--- config.mk ---
export PLATFORM = sky130hd
export DESIGN_NAME = instruction_fetch_stage
export DESIGN_NICKNAME = d
export VERILOG_FILES = /design/src/rtl/mips_pkg.sv /design/src/rtl/fetch_skid_buffer.sv /design/src/rtl/instruction_fetch_stage.sv
export SDC_FILE = /design/constraint.sdc
export NUM_CORES = 1
export LEC_CHECK = 0
export CAP_MARGIN = 20
export CORE_AREA = 2 2 144 132
export CTS_CLUSTER_DIAMETER = 40
export DETAILED_ROUTE_END_ITERATION = 6
export DIE_AREA = 0 0 146 134
export GPL_ROUTABILITY_DRIVEN = 0
export HOLD_SLACK_MARGIN = 0.03
export PLACE_DENSITY = 0.86
export SLEW_MARGIN = 10
export SYNTH_ARGS = -nofsm -noshare
export SYNTH_HDL_FRONTEND = slang
export SYNTH_SLANG_ARGS = --single-unit
--- constraint.sdc ---
create_clock -name Clk -period 2.68 [get_ports Clk]
set_input_delay 0.268 -clock Clk [delete_from_list [all_inputs] [get_ports Clk]]
set_output_delay 0.268 -clock Clk [all_outputs]
set_load 0.005 [all_outputs]
--- src/rtl/mips_pkg.sv ---
// Shared definitions for the instruction fetch stage.
//   INSTR_W         instruction / address width
//   DEF_RESET_PC    default PC loaded on reset
//   DEF_NOP_INSTR   default bubble word
//   fetch_state_e   fetch FSM states (FETCH, HOLD)
package mips_pkg;

    localparam int unsigned INSTR_W = 32;

    localparam logic [INSTR_W-1:0] DEF_RESET_PC  = 32'h0000_0000;
    localparam logic [INSTR_W-1:0] DEF_NOP_INSTR = 32'h0000_0000;

    typedef enum logic {
        FETCH = 1'b0,
        HOLD  = 1'b1
    } fetch_state_e;

endpackage

--- src/rtl/fetch_skid_buffer.sv ---
// One-entry holder for a fetched word and its PC+4.
// It catches the response that arrives while the IF/ID register is stalled.
// Ports:
//   Clk, Rst          clock, async active-low reset
//   load              capture data_in / pcp4_in
//   drain             entry consumed by IF/ID
//   clear             discard the entry (flush); takes priority over load
//   data_in, pcp4_in  word and PC+4 to capture
//   full              entry valid
//   data, pcp4        held word and PC+4
import mips_pkg::*;

module fetch_skid_buffer (
    input  logic               Clk,
    input  logic               Rst,
    input  logic               load,
    input  logic               drain,
    input  logic               clear,
    input  logic [INSTR_W-1:0] data_in,
    input  logic [INSTR_W-1:0] pcp4_in,
    output logic               full,
    output logic [INSTR_W-1:0] data,
    output logic [INSTR_W-1:0] pcp4
);

    logic               full_q, full_d;
    logic [INSTR_W-1:0] data_q, data_d;
    logic [INSTR_W-1:0] pcp4_q, pcp4_d;

    always_comb begin
        full_d = full_q;
        data_d = data_q;
        pcp4_d = pcp4_q;
        if (clear) begin
            full_d = 1'b0;
        end else if (load) begin
            full_d = 1'b1;
            data_d = data_in;
            pcp4_d = pcp4_in;
        end else if (drain) begin
            full_d = 1'b0;
        end
    end

    always_ff @(posedge Clk or negedge Rst) begin
        if (!Rst) begin
            full_q <= 1'b0;
            data_q <= '0;
            pcp4_q <= '0;
        end else begin
            full_q <= full_d;
            data_q <= data_d;
            pcp4_q <= pcp4_d;
        end
    end

    assign full = full_q;
    assign data = data_q;
    assign pcp4 = pcp4_q;

endmodule

--- src/rtl/instruction_fetch_stage.sv ---
// PC-sequencing fetch stage with IF/ID output register.
// Optional build macro: FETCH_PERF_CNT_EN adds BubbleCount.
//
// state | meaning
// FETCH | request outstanding at IMemAddr=PC (request held off for the
//       | first cycle after reset release)
// HOLD  | stalled with a word parked in the skid buffer; no request
//
// Ports:
//   Clk, Rst                      clock, async active-low reset
//   Stall                         hazard hold of PC and IF/ID
//   PCSrc, BranchTarget           taken branch redirect
//   IMemReq, IMemAddr             fetch request / address
//   IMemReady, IMemRdata          memory accept and same-cycle data
//   Instruction, PCPlus4, Valid   IF/ID register
//   BubbleCount                   cycles with Valid=0 (FETCH_PERF_CNT_EN only)
import mips_pkg::*;

module instruction_fetch_stage #(
    parameter logic [INSTR_W-1:0] RESET_PC  = DEF_RESET_PC,
    parameter logic [INSTR_W-1:0] NOP_INSTR = DEF_NOP_INSTR
) (
    input  logic               Clk,
    input  logic               Rst,
    input  logic               Stall,
    input  logic               PCSrc,
    input  logic [INSTR_W-1:0] BranchTarget,
    output logic               IMemReq,
    output logic [INSTR_W-1:0] IMemAddr,
    input  logic               IMemReady,
    input  logic [INSTR_W-1:0] IMemRdata,
    output logic [INSTR_W-1:0] Instruction,
    output logic [INSTR_W-1:0] PCPlus4,
`ifdef FETCH_PERF_CNT_EN
    output logic [31:0]        BubbleCount,
`endif
    output logic               Valid
);

    fetch_state_e       state_q, state_d;
    logic [INSTR_W-1:0] pc_q, pc_d;
    logic [INSTR_W-1:0] instr_q, instr_d;
    logic [INSTR_W-1:0] pcp4_q, pcp4_d;
    logic               valid_q, valid_d;
    logic               req_en_q, req_en_d;
    logic               pend_q, pend_d;
    logic [INSTR_W-1:0] tgt_q, tgt_d;

    logic               skid_load, skid_drain, skid_clear, skid_full;
    logic [INSTR_W-1:0] skid_data, skid_pcp4;
    logic [INSTR_W-1:0] pc_plus4;
    logic [INSTR_W-1:0] target_aligned;

    assign pc_plus4       = pc_q + 32'd4;
    assign target_aligned = BranchTarget & ~32'h3;
    // req_en_q keeps the request low for the first cycle out of reset.
    assign IMemReq        = (state_q == FETCH) && req_en_q;

    always_comb begin
        state_d    = state_q;
        pc_d       = pc_q;
        instr_d    = instr_q;
        pcp4_d     = pcp4_q;
        valid_d    = valid_q;
        req_en_d   = 1'b1;
        pend_d     = pend_q;
        tgt_d      = tgt_q;
        skid_load  = 1'b0;
        skid_drain = 1'b0;
        skid_clear = 1'b0;

        if (PCSrc) begin
            instr_d    = NOP_INSTR;
            valid_d    = 1'b0;
            skid_clear = 1'b1;
            if (IMemReq && !IMemReady) begin
                // Address must stay stable until memory accepts.
                pend_d = 1'b1;
                tgt_d  = target_aligned;
            end else begin
                pc_d    = target_aligned;
                state_d = FETCH;
                pend_d  = 1'b0;
            end
        end else if (pend_q) begin
            // Stale request still in flight; its response is dropped.
            instr_d = NOP_INSTR;
            valid_d = 1'b0;
            if (IMemReady) begin
                pc_d   = tgt_q;
                pend_d = 1'b0;
            end
        end else begin
            case (state_q)
                FETCH: begin
                    if (IMemReq) begin
                        if (IMemReady && !Stall) begin
                            instr_d = IMemRdata;
                            pcp4_d  = pc_plus4;
                            valid_d = 1'b1;
                            pc_d    = pc_plus4;
                        end else if (IMemReady) begin
                            skid_load = 1'b1;
                            state_d   = HOLD;
                        end else if (!Stall) begin
                            instr_d = NOP_INSTR;
                            valid_d = 1'b0;
                        end
                    end
                end
                HOLD: begin
                    if (!Stall) begin
                        state_d = FETCH;
                        if (skid_full) begin
                            skid_drain = 1'b1;
                            instr_d    = skid_data;
                            pcp4_d     = skid_pcp4;
                            valid_d    = 1'b1;
                            pc_d       = skid_pcp4;
                        end
                    end
                end
                default: state_d = FETCH;
            endcase
        end
    end

    always_ff @(posedge Clk or negedge Rst) begin
        if (!Rst) begin
            state_q  <= FETCH;
            pc_q     <= RESET_PC;
            instr_q  <= NOP_INSTR;
            pcp4_q   <= '0;
            valid_q  <= 1'b0;
            req_en_q <= 1'b0;
            pend_q   <= 1'b0;
            tgt_q    <= '0;
        end else begin
            state_q  <= state_d;
            pc_q     <= pc_d;
            instr_q  <= instr_d;
            pcp4_q   <= pcp4_d;
            valid_q  <= valid_d;
            req_en_q <= req_en_d;
            pend_q   <= pend_d;
            tgt_q    <= tgt_d;
        end
    end

    fetch_skid_buffer u_skid (
        .Clk     (Clk),
        .Rst     (Rst),
        .load    (skid_load),
        .drain   (skid_drain),
        .clear   (skid_clear),
        .data_in (IMemRdata),
        .pcp4_in (pc_plus4),
        .full    (skid_full),
        .data    (skid_data),
        .pcp4    (skid_pcp4)
    );

    assign IMemAddr    = pc_q;
    assign Instruction = instr_q;
    assign PCPlus4     = pcp4_q;
    assign Valid       = valid_q;

`ifdef FETCH_PERF_CNT_EN
    logic [31:0] bubble_cnt_q, bubble_cnt_d;

    always_comb begin
        bubble_cnt_d = bubble_cnt_q;
        if (!valid_q && (bubble_cnt_q != 32'hFFFF_FFFF)) begin
            bubble_cnt_d = bubble_cnt_q + 32'd1;
        end
    end

    always_ff @(posedge Clk or negedge Rst) begin
        if (!Rst) begin
            bubble_cnt_q <= '0;
        end else begin
            bubble_cnt_q <= bubble_cnt_d;
        end
    end

    assign BubbleCount = bubble_cnt_q;
`endif

endmodule

* After elaboration in Yosys (flattened, before gate mapping)
Cells that the tools add are included.
Word-level totals: register bits after elaboration 195, input port bits 69, output and inout port bits 98, logic and storage cells 92
Cells by class: add/subtract/negate cells 1, eq/ne operators 13, multiplexer cells 51, bitwise gates (word level) 4, reduce and logical (&&, ||, !) cells 12
Operator list (count):
- $mux 32 | 16
- $pmux 32 s2 | 2
- $add 32x3->32 const B | 1
- $mux 1 | 31
- $reduce_and 6->1 | 2
- $ne 5x4->1 const B | 2
- $ne 2x2->1 const B | 4
- $ne 4x3->1 const B | 2
- $reduce_and 2->1 | 3
- $reduce_and 5->1 | 1
- $ne 2x1->1 const B | 2
- $ne 4x2->1 const B | 1
- $ne 4x4->1 const B | 1
- $not 1->1 | 4
- $pmux 1 s2 | 2
- $logic_and 1x1->1 | 3
- $ne 3x3->1 const B | 1
- $reduce_bool 3->1 | 1
- $logic_not 1->1 | 2

* Longest topological paths before layout
Gate-level depths: netlist (run 1).
depth after elaboration 9, gate-level depth with buffers 9, depth with buffers taken out 6

* Hierarchy
Synthesis (run 1) repeated with hierarchy kept, for this count alone.
Second synthesis, totals: cell total of the unflattened synthesis 842, area total of the unflattened synthesis 9606.7 um^2
By module, submodules not included:
- instruction_fetch_stage | times used 1, cells an instance 702, area an instance 6865.3 um^2, sequential area each 3253.1 um^2
- fetch_skid_buffer | times used 1, cells an instance 140, area an instance 2741.4 um^2, sequential area each 1626.6 um^2

* Worst setup path before layout (run 1)
OpenSTA, ideal clock, no wires.
path type register to register, from register pc_q[16] (netlist: IMemAddr[16]), to register pc_q[26] (netlist: IMemAddr[26]), setup time 0.134 ns, arrival time 1.889 ns, data required time 2.546 ns, path slack 0.657 ns, stages on the path, launching flop included 7, path buffers 1, period minus slack after synthesis 2.023 ns, cells stage by stage dfrtp_1 > nand4_2 > or4_4 > buf_6 > o31a_1 > o31ai_2 > a22oi_1
Between the ends: cells in the longest elaborated chain, start to end 6
RTL lines:
- from (decl) | RTL line instruction_fetch_stage.sv:41 | logic [INSTR_W-1:0] pc_q, pc_d;
- from (signal assigned) | RTL line instruction_fetch_stage.sv:140 | pc_q <= pc_d;
- $add 32x3->32 | RTL line instruction_fetch_stage.sv:54 | assign pc_plus4 = pc_q + 32'd4;
- $mux 32 | RTL line instruction_fetch_stage.sv:97 | if (IMemReady && !Stall) begin
- $mux 32 | RTL line instruction_fetch_stage.sv:96 | if (IMemReq) begin
- $pmux 32 s2 | RTL line instruction_fetch_stage.sv:94 | case (state_q)
- $mux 32 | RTL line instruction_fetch_stage.sv:85 | end else if (pend_q) begin
- $mux 32 | RTL line instruction_fetch_stage.sv:72 | if (PCSrc) begin
No other way between the ends. The select of a mux whose other input is x is not followed. A chain may end at the register's enable or synchronous reset.

* Worst setup path after layout (run 1)
from register pc_q[16] (netlist: IMemAddr[16]), to register pc_q[21] (netlist: IMemAddr[21])
Same word-level chain as after synthesis.

==> results of run 1 <==
through the flow:
stage	hold slack [ns]	cell area, um2	power, mW
floorplan	-0.0276	9420	4.97
global placement	0.298	11400	5.98
detailed placement	0.297	11400	6.09
CTS	0.397	12000	8.61
global route	0.411	12000	9.00
finish	0.379	12000	8.58
layout make-up:
class / count / area [um2] / area share, %
timing repair buffer: 212 / 2050 / 17.0
sequential: 195 / 4880 / 40.6
multi-input combinational: 627 / 4160 / 34.6
clock buffer: 19 / 453 / 3.77
clock inverter: 13 / 126 / 1.05
inverter: 14 / 52.6 / 0.437
tap: 245 / 307 / 2.55
sequential cells by signal, indices dropped and copies added, names as in the netlist:
register,count
u_skid.full,1
u_skid.pcp4,32
Valid,1
u_skid.data,32
PCPlus4,32
tgt_q,30
Instruction,32
req_en_q,1
pend_q,1
state_q,1
IMemAddr,32
power by group through the flow:
stage | Sequential (mW) | Clock, mW | Combinational, mW
2_1_floorplan | 3.94 | 0 | 1.03
3_3_place_gp | 4.02 | 0 | 1.96
3_5_place_dp | 4.05 | 0 | 2.03
4_1_cts | 4.00 | 2.56 | 2.05
5_1_grt | 4.09 | 2.68 | 2.23
6_report | 4.02 | 2.52 | 2.04
critical path: stages, from the launching register on:
cell and delay (ns):
dfrtp_1 0.48, nand4_2 0.19, or4_4 0.64, o31a_2 0.37
o31ai_1 0.38, a22oi_1 0.16
layer usage:
metal | global-route usage, % | vias to the layer above | share of wire [%]
met5 | 0 | - | 0
met4 | 10.4 | 0 | 3.3
met3 | 7.18 | 67 | 8.9
met2 | 43.4 | 376 | 47
met1 | 36.0 | 3884 | 41
li1 | - | 3562 | -
path summary, 6_finish.rpt:
kind,to,slack [ns],cells past startpoint
hold reg to reg,u_skid.pcp4[23],0.48,2
min in group Clk,u_skid.data[20],0.47,2
hold / removal,Instruction[4],0.38,2
setup / recovery,IMemAddr[21],0.32,5
setup reg to reg,IMemAddr[21],0.32,5
max in group asynchronous,u_skid.data[27],1.42,3
cells in the mapped netlist (all sizes together), types with 11 or more instances:
master  instances
mux2           76
o21ai          95
xor2           11
o31ai          12
mux2i          52
nand3          19
dfrtp         195
nand4          14
clkbuf         40
inv            13
a21oi          34
nand2b         11
nand2         127
nor4           13
nor3           25
buf            26
nor2           28
layout by cell type, fill, tap and decap left out, types with 7 or more instances in the layout:
| cell type | Yosys | final |
|---|---|---|
| dfrtp_1 | 195 | 194 |
| clkdlybuf4s50_1 | 0 | 163 |
| nand2_1 | 127 | 127 |
| o21ai_0 | 91 | 91 |
| mux2_2 | 76 | 76 |
| mux2i_1 | 52 | 52 |
| buf_4 | 2 | 44 |
| a21oi_1 | 34 | 33 |
| nor2_1 | 28 | 27 |
| nor3_1 | 25 | 25 |
| nand3_1 | 19 | 19 |
| clkbuf_16 | 0 | 17 |
| nand4_1 | 13 | 13 |
| inv_1 | 13 | 13 |
| nor4_1 | 12 | 12 |
| nand2b_1 | 11 | 11 |
| xor2_1 | 11 | 11 |
| o31ai_1 | 11 | 11 |
| xnor2_1 | 10 | 10 |
| nor2b_1 | 8 | 8 |
| a211oi_1 | 8 | 8 |
| o22ai_1 | 7 | 7 |
| o221ai_1 | 7 | 7 |
kinds of logic (layout without fill, tap and decap cells):
logic type	count (synthesis)	after routing	share of synthesized area (%)
AND/OR/NAND/NOR	272	272	13.9
AO/OA/AOI/OAI	204	204	13.4
flip-flops	195	195	51.8
multiplexers	128	128	14.6
buffers and inverters	80	258	4.18
XOR/XNOR	21	21	1.95
adder cells (fa/ha/maj)	1	1	0.133
other	1	1	0.0398
repair_timing:
item,CTS,global route
hold endpoints to repair,62,0
setup endpoints to repair,0,0
hold buffers,1,0
==> results.md, run 1 <==
- Setup Skew: 0.00870 ns
- Psw: 2.56 mW
- Final WS setup: 0.324 ns
- Top cells by area, synth: dfrtp_1 (52%), mux2_2 (9.1%), mux2i_1 (5.5%)
- Int Pwr: 6.03 mW
- Core Util, Final: 66.4%
- Slew HR: 57.0%
- Synth Register Bits: 195
- Synthesis-to-finish area growth: 27.6%
- WP data arrival: 2.66 ns
- Max Slew Vio Count: 0
- Clk slew on worst S/H paths: 0.07 ns
- First-pass GRT wire length: 41900 um
- Buffers inserted by post-CTS timing repair: 0
- CTS root buffer: clkbuf_16
- Initial antenna violation count: 0
- Critical R2R Launch: IMemAddr[16]
- Initial Util: 52.0%
- Routed len/inst: 19.8 um
- Result of the run: complete, no violations
- Half-perimeter wire length after placement: 18400 um
- Ys async rst share: 100%
- Non-filler instance count after layout: 1325
- Worst Setup Start Kind: register
- Critical Path RT: 2.98 ns
- I/O Pins: 167
- Worst-Skew Late Latency: 0.44 ns
- Maximum vdd ir drop: 0.526 mV
- Sequential share of power: 46.9%
- RSZ-0062 raised after global routing: false
- EDFF count, synth: 0
- GRT overflow: 0
- Fin. Hold Viols: 0
- Row cnt: 47
- Power Density: 714 nW/um2
- Final worst-path cycle share: 87.9%
- Post-synth top flop: dfrtp_1
- Layout cells sized above 1: 15.8%
- Largest fanout on the critical path: 11
- Setup tns final: 0 ns
- Post-Syn Instances: 902
- Antenna Cells: 0
- Synthesis warning total: 0
- Max Cap Violations: 0
- Total wire length: 26300 um
- Routed vias: 7889
- Syn_area_per_cell: 10.4 um2
- Top-area cell type share of the netlist area: 51.8%
- Synth unique cells: 64
- Mapped cell area: 9420 um2
- Inserted Clock Buffers: 17
- Post-layout net count: 1137
- Via density per instance: 5.95
- Drt pass-1 iters: 6
- Fillers: 1421
- Worst min path class: input port to async pin
- CTS tree: done
- Routed Antenna Nets: 0
- Cell count after placement: 1292
- Area leader, netlist: dfrtp_1
- Final min period: 2.36 ns
- Syn Nets: 972
- Placeable Area: 18100 um2
- Clock Power Share: 29.3%
- Net Sw Frac: 29.8%
- Clock Sinks: 195
- Die Span Y: 134 um
- Die Span X: 146 um
- Overall global routing resource usage: 27.2%
- Number of global-route vias before repair: 7823
- CTS resizes: 0
- Launch point of the critical path: IMemAddr[16]
- Clk buf depth: 2
- H-tree depth: 4
- Seq/Total Area, Yosys: 51.8%
- Crit path capture type: register
- Number of setup violations in the final report: 0
- WS Path Type: register to register
- PortBufs: 164
- Comb pwr share: 23.8%
- Residual DRC: 0
- Pre-CTS WS: 0.316 ns
- Lkg Pwr: 5.02 nW
- Worst-Margin Slew: 0.645 ns
- Pin count of the biggest net entering global routing: 67
- Peak Freq: 424 MHz
- Initial detailed-routing violation count: 819
- Die area: 19600 um2
Power figures use the tool's default switching activity.
==> inputs of run 2 (changes only) <==
--- a/config.mk
+++ b/config.mk
@@ -8,6 +8,7 @@
 export CAP_MARGIN = 20
 export CORE_AREA = 2 2 144 132
 export CTS_CLUSTER_DIAMETER = 40
+export CTS_CLUSTER_SIZE = 28
 export DETAILED_ROUTE_END_ITERATION = 6
 export DIE_AREA = 0 0 146 134
 export GPL_ROUTABILITY_DRIVEN = 0
==> results of run 2 <==
Final layout, timing and power as in run 1 (identical DEF).
==> inputs of run 3 (changes only) <==
--- a/config.mk
+++ b/config.mk
@@ -6,14 +6,14 @@
 export NUM_CORES = 1
 export LEC_CHECK = 0
 export CAP_MARGIN = 20
-export CORE_AREA = 2 2 144 132
+export CORE_AREA = 2 2 165 151
 export CTS_CLUSTER_DIAMETER = 40
 export CTS_CLUSTER_SIZE = 28
 export DETAILED_ROUTE_END_ITERATION = 6
-export DIE_AREA = 0 0 146 134
+export DIE_AREA = 0 0 167 153
 export GPL_ROUTABILITY_DRIVEN = 0
 export HOLD_SLACK_MARGIN = 0.03
-export PLACE_DENSITY = 0.86
+export PLACE_DENSITY = 0.7
 export SLEW_MARGIN = 10
 export SYNTH_ARGS = -nofsm -noshare
 export SYNTH_HDL_FRONTEND = slang
==> run 3 against run 2 <==
  * Critical path depth unchanged
  * Register-to-register slack better by 0.03 ns
  * First-iteration DRC count down 28%
  * Critical endpoint unchanged
  * Highest routed layer unchanged
  * Clock-buffer cell count down 2
  * Die area is 31% higher
==> results.md, run 3 (same netlist as run 1, synthesis figures left out) <==
- Power Density: 706 nW/um2
- CTS resizes: 0
- Layout cells sized above 1: 16.3%
- Clock Sinks: 195
- Critical R2R Launch: IMemAddr[14]
- Met1 usage: 29.0%
- Final min period: 2.33 ns
- Peak Freq: 429 MHz
- Routed Antenna Nets: 0
- RSZ-0062 raised after global routing: false
- Number of global-route vias before repair: 7699
- Setup Skew: 0.0136 ns
- Half-perimeter wire length after placement: 19000 um
- Commonest non-fill, non-tap cell in the layout: dfrtp_1
- Launch point of the critical path: IMemAddr[14]
- Die area: 25600 um2
- Met3 usage: 4.61%
- Routed vias: 7746
- Residual DRC: 0
- Pin count of the biggest net entering global routing: 63
- Worst reg-to-reg path cell count: 5
- Post-layout net count: 1144
- Setup tns final: 0 ns
- WP data arrival: 2.63 ns
- Worst Setup Start Kind: register
- Slowest Stage Delay on Critical Path: 0.64 ns
- Critical path depth: 5
- CTS root buffer: clkbuf_16
- WS Path Type: register to register
- Initial detailed-routing violation count: 593
- Cell count after placement: 1362
- Routed len/inst: 19.5 um
- Max Cap Violations: 0
- Reg2reg end: IMemAddr[21]
- Largest fanout on the critical path: 11
- Initial Util: 39.5%
- R2r setup slk: 0.35 ns
- Clk buf depth: 2
- Drt pass-1 iters: 5
- Result of the run: complete, no violations
- H-tree depth: 4
- CP Cell Sequence: nand4_2 > or4_4 > o31a_2 > o31ai_1 > a22oi_1
- Fillers: 2118
- Placeable Area: 23900 um2
- Inserted Clock Buffers: 17
- Row cnt: 54
- Layer with the highest usage: met2
- I/O Pins: 167
- Via density per instance: 5.56
- Worst-Margin Slew: 0.630 ns
- Number of setup violations in the final report: 0
- Lkg Pwr: 5.06 nW
- Commonest cells after routing, fill and taps aside: dfrtp_1 (194), clkdlybuf4s50_1 (163), nand2_1 (127), o21ai_0 (91), mux2_2 (76)
- PortBufs: 164
- Non-filler instance count after layout: 1394
- Final worst-path cycle share: 86.9%
- WP buf/inv: 0
- Worst-Skew Late Latency: 0.44 ns
- GRT overflow: 0
- Overall global routing resource usage: 21.3%
- CP max stage cell: or4_4
- Synthesis-to-finish area growth: 29.3%
- CP top delay family: compound AO/OA/AOI/OAI gates
- Worst min path class: input port to async pin
- Die Span X: 167 um
- Maximum vdd ir drop: 0.391 mV
- Antenna Cells: 0
- Clk slew on worst S/H paths: 0.07 ns
- Slew HR: 58.0%
- Crit path capture type: register
- Total wire length: 27200 um
- Fin. Hold Viols: 0
- Die Span Y: 153 um
- Worst Setup EP: IMemAddr[21]
- CTS tree: done
- First-pass GRT wire length: 42900 um
- Critical Path RT: 2.98 ns
- Max Slew Vio Count: 0
- Initial antenna violation count: 0
- Met2 Usage GRT: 34.1%
## run 3: area by class of cell
| type | instances | area (um2) | share of cell area [%] |
|---|---|---|---|
| flip-flops and latches | 195 | 4880 | 40.1 |
| multi-input cells | 627 | 4160 | 34.2 |
| repair buffers | 219 | 2120 | 17.4 |
| clock buffers | 17 | 425 | 3.49 |
| well taps | 308 | 385 | 3.16 |
| clock inverters | 14 | 149 | 1.22 |
| inverters | 14 | 52.6 | 0.431 |
## run 3: what timing repair did
action,CTS,global route
setup endpoints to repair,0,0
hold endpoints to repair,58,0
setup buffers,0,0
hold buffers,1,0
## run 3: report_power, final
part	leakage, nW	switching, mW	internal [mW]	total [mW]
clock network	0.273	1.22	1.31	2.53
logic	2.39	0.932	1.14	2.08
registers	2.40	0.443	3.55	4.00
## run 3: worst min path at each step
stage / slack, ns / cells past startpoint / end
after floorplan: -0.03 / 0 / IMemAddr[0]
after global placement: 0.29 / 1 / u_skid.data[3]
after detailed placement: 0.30 / 1 / u_skid.data[3]
after CTS: 0.40 / 2 / u_skid.data[3]
after global routing: 0.42 / 2 / u_skid.data[3]
final: 0.37 / 2 / u_skid.data[3]
## run 3: stage by stage
step	hold WS (ns)	util (%)	setup WS [ns]	instance area (um2)	total power [mW]
after detailed placement	0.296	48.6	0.359	11600	6.12
final	0.374	51.1	0.352	12200	8.60
after CTS	0.400	51.1	0.336	12200	8.66
after floorplan	-0.0276	-	0.657	9420	4.97
after global routing	0.421	51.1	0.255	12200	9.05
after global placement	0.295	48.6	0.396	11600	6.04
## run 3: routing by layer
metal / routed length [um] / up-vias / part of all wire, %
li1: - / 3582 / -
met1: 12000 / 3863 / 44
met2: 12900 / 259 / 47
met3: 1710 / 42 / 6.3
met4: 560 / 0 / 2.1
met5: 0 / - / 0
